`src/rtl/riscv_pkg.sv`:
```
// Shared RV32I decode constants and the ALU opcode encoding used by the issue stage.
package riscv_pkg;
  localparam logic [2:0] ALU_ADD  = 3'b000;
  localparam logic [2:0] ALU_SUB  = 3'b001;
  localparam logic [2:0] ALU_OR   = 3'b010;
  localparam logic [2:0] ALU_AND  = 3'b011;
  localparam logic [2:0] ALU_SLL  = 3'b100;
  localparam logic [2:0] ALU_SRL  = 3'b101;
  localparam logic [2:0] ALU_XOR  = 3'b110;
  localparam logic [2:0] ALU_SLTU = 3'b111;

  localparam logic [6:0] OPC_OP     = 7'b0110011;
  localparam logic [6:0] OPC_OP_IMM = 7'b0010011;

  localparam logic [2:0] F3_ADD  = 3'b000;
  localparam logic [2:0] F3_SLL  = 3'b001;
  localparam logic [2:0] F3_SLT  = 3'b010;
  localparam logic [2:0] F3_SLTU = 3'b011;
  localparam logic [2:0] F3_XOR  = 3'b100;
  localparam logic [2:0] F3_SR   = 3'b101;
  localparam logic [2:0] F3_OR   = 3'b110;
  localparam logic [2:0] F3_AND  = 3'b111;

  localparam logic [6:0] F7_BASE = 7'b0000000;
  localparam logic [6:0] F7_ALT  = 7'b0100000;

  typedef struct packed {
    logic [2:0]  opcode;
    logic [31:0] a;
    logic [31:0] b;
    logic [4:0]  rd;
  } uop_t;
endpackage

```
`src/rtl/reg_file.sv`:
```
// Architectural register file: two combinational reads, one synchronous write, x0 reads zero.
module reg_file #(
  parameter int XLEN = 32,
  parameter int NREG = 32,
  localparam int AW  = $clog2(NREG)
) (
  input  logic            clk,
  input  logic            reset,
  input  logic [AW-1:0]   ra1_i,
  input  logic [AW-1:0]   ra2_i,
  output logic [XLEN-1:0] rd1_o,
  output logic [XLEN-1:0] rd2_o,
  input  logic            we_i,
  input  logic [AW-1:0]   wa_i,
  input  logic [XLEN-1:0] wd_i
);
  logic [XLEN-1:0] mem_q [NREG];

  always_ff @(posedge clk) begin
    if (reset) begin
      for (int i = 0; i < NREG; i++) mem_q[i] <= '0;
    end else if (we_i && wa_i != '0) begin
      mem_q[wa_i] <= wd_i;
    end
  end

  assign rd1_o = (ra1_i == '0) ? '0 : mem_q[ra1_i];
  assign rd2_o = (ra2_i == '0) ? '0 : mem_q[ra2_i];
endmodule

```
`src/rtl/decode_issue_stage.sv`:
```
// Decodes RV32I OP/OP-IMM into ALU micro-ops, reads operands with writeback bypass,
// and blocks RAW/WAW hazards with a per-register pending scoreboard.
module decode_issue_stage
  import riscv_pkg::*;
#(
  parameter int XLEN = 32,
  parameter int NREG = 32
) (
  input  logic            clk,
  input  logic            reset,
  input  logic            in_valid,
  input  logic [31:0]     in_instr,
  output logic            in_ready,
  output logic            out_valid,
  input  logic            out_ready,
  output logic [2:0]      out_opcode,
  output logic [XLEN-1:0] out_a,
  output logic [XLEN-1:0] out_b,
  output logic [4:0]      out_rd,
  input  logic            wb_valid,
  input  logic [4:0]      wb_rd,
  input  logic [XLEN-1:0] wb_data,
  output logic            illegal_instr
);
  logic [6:0] opc, f7;
  logic [2:0] f3;
  logic [4:0] rs1, rs2, rd;
  logic       is_op, is_imm, f7_ok;
  logic       legal, is_shift;
  logic [2:0] alu_op;

  assign opc    = in_instr[6:0];
  assign rd     = in_instr[11:7];
  assign f3     = in_instr[14:12];
  assign rs1    = in_instr[19:15];
  assign rs2    = in_instr[24:20];
  assign f7     = in_instr[31:25];
  assign is_op  = (opc == OPC_OP);
  assign is_imm = (opc == OPC_OP_IMM);
  assign f7_ok  = is_imm | (f7 == F7_BASE);

  always_comb begin
    legal    = 1'b0;
    is_shift = 1'b0;
    alu_op   = ALU_ADD;
    if (is_op || is_imm) begin
      unique case (f3)
        F3_ADD: begin
          legal  = f7_ok | (f7 == F7_ALT);
          alu_op = (is_op && f7 == F7_ALT) ? ALU_SUB : ALU_ADD;
        end
        F3_SLL:  begin legal = f7_ok; alu_op = ALU_SLL; is_shift = 1'b1; end
        F3_SLT:  legal = 1'b0;
        F3_SLTU: begin legal = f7_ok; alu_op = ALU_SLTU; end
        F3_XOR:  begin legal = f7_ok; alu_op = ALU_XOR; end
        // SRAI shares funct3 with SRLI, so the immediate form must check funct7 too
        F3_SR:   begin legal = (f7 == F7_BASE); alu_op = ALU_SRL; is_shift = 1'b1; end
        F3_OR:   begin legal = f7_ok; alu_op = ALU_OR; end
        F3_AND:  begin legal = f7_ok; alu_op = ALU_AND; end
        default: legal = 1'b0;
      endcase
    end
  end

  logic [XLEN-1:0] rf_rd1, rf_rd2, rs1_val, rs2_val, b_val;

  reg_file #(.XLEN(XLEN), .NREG(NREG)) u_rf (
    .clk   (clk),
    .reset (reset),
    .ra1_i (rs1),
    .ra2_i (rs2),
    .rd1_o (rf_rd1),
    .rd2_o (rf_rd2),
    .we_i  (wb_valid),
    .wa_i  (wb_rd),
    .wd_i  (wb_data)
  );

  assign rs1_val = (wb_valid && wb_rd == rs1 && rs1 != '0) ? wb_data : rf_rd1;
  assign rs2_val = (wb_valid && wb_rd == rs2 && rs2 != '0) ? wb_data : rf_rd2;

  always_comb begin
    if (is_op) b_val = is_shift ? {27'b0, rs2_val[4:0]} : rs2_val;
    else       b_val = is_shift ? {27'b0, rs2} : {{20{in_instr[31]}}, in_instr[31:20]};
  end

  logic [NREG-1:0] pend_q, pend_d, pend_eff;
  logic            hazard, accept, issue;
  uop_t            uop_q;
  logic            out_valid_q, illegal_q;

  always_comb begin
    pend_eff = pend_q;
    if (wb_valid) pend_eff[wb_rd] = 1'b0;
  end

  assign hazard   = pend_eff[rs1] | (is_op & pend_eff[rs2]) | pend_eff[rd];
  assign in_ready = ~reset & (~out_valid_q | out_ready) & ~(legal & hazard);
  assign accept   = in_valid & in_ready;
  assign issue    = accept & legal;

  // A new issue re-marks rd even when the same register is being written back.
  always_comb begin
    pend_d = pend_eff;
    if (issue && rd != '0) pend_d[rd] = 1'b1;
  end

  always_ff @(posedge clk) begin
    if (reset) begin
      pend_q      <= '0;
      uop_q       <= '0;
      out_valid_q <= 1'b0;
      illegal_q   <= 1'b0;
    end else begin
      pend_q    <= pend_d;
      illegal_q <= accept & ~legal;
      if (issue) begin
        uop_q       <= '{opcode: alu_op, a: rs1_val, b: b_val, rd: rd};
        out_valid_q <= 1'b1;
      end else if (out_ready) begin
        out_valid_q <= 1'b0;
      end
    end
  end

  assign out_valid     = out_valid_q;
  assign out_opcode    = uop_q.opcode;
  assign out_a         = uop_q.a;
  assign out_b         = uop_q.b;
  assign out_rd        = uop_q.rd;
  assign illegal_instr = illegal_q;
endmodule

```
`config.mk`:
```
export PLATFORM = sky130hd
export DESIGN_NAME = decode_issue_stage
export DESIGN_NICKNAME = d
export VERILOG_FILES = /design/src/rtl/riscv_pkg.sv /design/src/rtl/reg_file.sv /design/src/rtl/decode_issue_stage.sv
export SDC_FILE = /design/constraint.sdc
export NUM_CORES = 2
export LEC_CHECK = 0
export CORE_UTILIZATION = 55
export CTS_CLUSTER_SIZE = 25
export DETAILED_ROUTE_END_ITERATION = 10
export PLACE_DENSITY = 0.72
export SLEW_MARGIN = 20
export SYNTH_ARGS = -nofsm -noshare
export SYNTH_HDL_FRONTEND = slang
export SYNTH_SLANG_ARGS = --single-unit
```
`constraint.sdc`:
```
create_clock -name clk -period 6.15 [get_ports clk]
set_clock_uncertainty 0.05 [all_clocks]
set_input_delay 1.5375 -clock clk [delete_from_list [all_inputs] [get_ports clk]]
set_output_delay 1.5375 -clock clk [all_outputs]
set_load 0.05 [all_outputs]
```
==> metrics.yaml <==
outcome: "finished clean"
crit_path_start_kind: "input pin"
worstPathMaxFanout: 6
avgSynthCellArea_um2: 14.17
routedWlPerCell_um: 33.88
slew_headroom: 0.2329
met2_usage: 0.5277
use_met3: 0.09530
synth.area.top_cells: "edfxtp_1, mux4_2, and2_1"
portBuffers: 148
rows: 121
synth_warnings: 0
seq_area_frac_synth: 0.5447
rsz0062_at_grt: "no"
drive_above_1_share: 0.2307
antenna_found_initial: 7
drt-pass1-iter-count: 7
gr-total-overflow: 0
setup_viol: 0
synth_edf_count: 1024
coreArea_um2: 108900
power_density_nw_per_um2: 268.5
busiest_layer: "met2"
hold_class: "reg -> reg"
die_area_um2: 111000
rr_worst_depth: 9
fill_cells: 7867
r2r-end: "pend_q[20]$_SDFF_PP0_"
numCtsBuffers: 118
layout_min_cycle_time_ns: 6.055
yosysTopAreaCell: "edfxtp_1"
synth.distinct_cells: 72
dpl.hpwl_mm: 115.0
drc: 0
vdd_drop_max_uv: 222.4
synth_top_area_frac: 0.5096
htreeDepth: 3
drv_cap: 0
finalWirelength_mm: 197.1
final_hold_viol_count: 0
final_antenna_net_count: 0
whs_path_depth: 2
finalSetupTns_ns: 0
leakage_nw: 23.18
worst_pin_slew_ns: 1.151
grt.met1_usage: 0.4803
clock.fmax_mhz: 165.1
crit_start: "wb_rd[3]"
ios: 149
die_w_um: 333.2
drv_slew: 0
arrival_ns: 4.47
hp-start: "out_rd[1]$_SDFFE_PP0P_"
areaGrowthSynthToFinish_pct: 12.54
ff_latch_area_um2: 32870
critPathMaxStageDelay_ns: 0.64
initial_utilization: 0.5544
vias: 40660
die_h_um: 333.2
cts_tree: "yes"
grt_max_degree: 125
hold_ws_ns: 0.4282
drtIter0Drc: 5778
multi_input_area_um2: 26060
power_mw: 18.23
cts_root_buf: "clkbuf_16"
critPathCaptureType: "output pin"
clkTransAtPathRegs_ns: 0.06
grtUsageTotal: 0.3555
path_cells: "clkdlybuf4s50_1 > nand4bb_1 > o21ai_0 > or2_2 > o2111ai_1 > or4_4 > nor4b_4 > nand3_1 > a21boi_2 > buf_12"
clock_sinks: 1130
worstReg2RegStart: "pend_q[19]$_SDFF_PP0_"
place_congestion: 0.9558
grt_pass1_vias: 39570
synth_seq_cells: 1130
async_reset_ff_frac: 0
synth_flop_cell: "edfxtp_1"
syn-cell-area_um2: 60340
cts_buffer_depth: 3
post_cts_buffers: 0
grt_first_pass_wirelength_mm: 281.1
critPathKind: "in -> out"
drt-vias-per-instance: 6.991
insertion_delay_ns: 0.72
min_to: "out_rd[1]$_SDFFE_PP0P_"
cts_resized: 0
post-route-period-util: 0.9846
slowest_stage: "clkdlybuf4s50_1"
netlist_instances: 4259
r2r_slack_ns: 2.83
holdBufCountCts: 0
fin_nets: 4377
required_ns: 4.56
[cell type report]
type,instances,area share
flip-flops and latches,1130,0.4840
multi-input cells,2682,0.3838
repair buffers,359,0.04973
clock buffers,140,0.04547
well taps,1414,0.02605
clock inverters,76,0.01010
inverters,12,0.0007370
diodes,3,0.0001105
[cell usage in the layout, fill, tap and decap left out, types with 7 or more instances in the layout]
cell type           n
edfxtp_1         1024
and2_1            994
mux4_2            498
mux2i_1           199
buf_4             185
clkdlybuf4s50_1   129
clkbuf_16         120
a221oi_1          114
o21ai_0           113
a21oi_1           106
dfxtp_1           106
nand2_1            89
nand3_1            62
a211oi_1           56
a32oi_1            52
clkinv_1           35
mux2_2             34
conb_1             32
or2_2              31
nor2_1             30
buf_12             27
nor2b_1            26
nor2_4             26
a22oi_1            26
clkinv_2           23
nand4_1            19
o211ai_1           19
clkbuf_1           19
nand2b_1           16
o2111ai_1          12
bufinv_16          12
nor3_1             10
buf_2              10
or4_1               9
nor3_2              9
o21ai_1             8
o32ai_1             7
[critical path: cells and delay by family]
family                 cells  cell delay, ns
AO/OA/AOI/OAI              3            0.68
buffers and inverters      2            0.80
AND/OR/NAND/NOR            5            1.45
[how the worst max path moves through the flow]
| stage | end | slack, ns |
|---|---|---|
| 3_5_place_dp | in_ready | 0.08 |
| 2_1_floorplan | in_ready | 0.26 |
| 3_3_place_gp | in_ready | 0.05 |
| 4_1_cts | in_ready | 0.07 |
| 5_1_grt | in_ready | 0.007 |
| 6_report | in_ready | 0.09 |
[cell usage after synthesis, drive strengths merged (3+ instances only)]
cell type,number
a21oi,108
or4,10
a22oi,26
or2,33
a211oi,56
a221oi,114
xnor2,5
mux2,34
mux4,498
o211ai,19
and3,5
nand3b,4
nand2b,16
nor2b,27
or4b,3
edfxtp,1024
mux2i,199
nand3,62
o31ai,6
a32oi,52
o21ai,122
nand4bb,3
a21boi,3
inv,8
nor2,57
xor2,4
nor3,19
buf,95
and2,994
nor4,4
clkbuf,371
nand4b,5
nand2,89
o22ai,5
nand4,19
o2111ai,12
o32ai,7
dfxtp,106
clkinv,4
or3,5
[routing by layer]
layer  vias to the layer above  wire [um]
met5                         -         39
li1                      16590          -
met3                       517      25510
met2                      2979      87730
met4                         6      11600
met1                     20570      72190
[flip-flops by register name, summed over array words and instances, names as in the netlist]
signal         count
u_rf.mem_q      1024
out_a             32
out_b             32
pend_q            32
out_rd             5
out_opcode         3
illegal_instr      1
out_valid          1
[power by group]
group | switching [mW] | internal [mW] | leakage (nW)
logic | 1.26 | 0.907 | 10.7
registers | 0.188 | 8.75 | 10.6
clock network | 3.07 | 4.06 | 1.85
total | 4.52 | 13.7 | 23.2
[per-stage QoR]
stage	setup slack, ns	std cells	utilization	instance area [um2]
final	0.09478	5816	0.6239	67910
after CTS	0.07055	5813	0.6239	67910
after floorplan	0.2577	4290	-	60460
after global placement	0.04568	5597	0.5892	64140
after global routing	0.006604	5813	0.6238	67900
after detailed placement	0.07592	5597	0.5892	64140
[cell families after synthesis]
logic type | Yosys count | share of synthesized area
flip-flops | 1130 | 0.5447
buffers and inverters | 478 | 0.03067
multiplexers | 731 | 0.2252
other | 1 | 0.00006214
AO/OA/AOI/OAI | 548 | 0.06295
XOR/XNOR | 9 | 0.001306
AND/OR/NAND/NOR | 1362 | 0.1351
No activity file was read; power rests on OpenSTA's default activity.
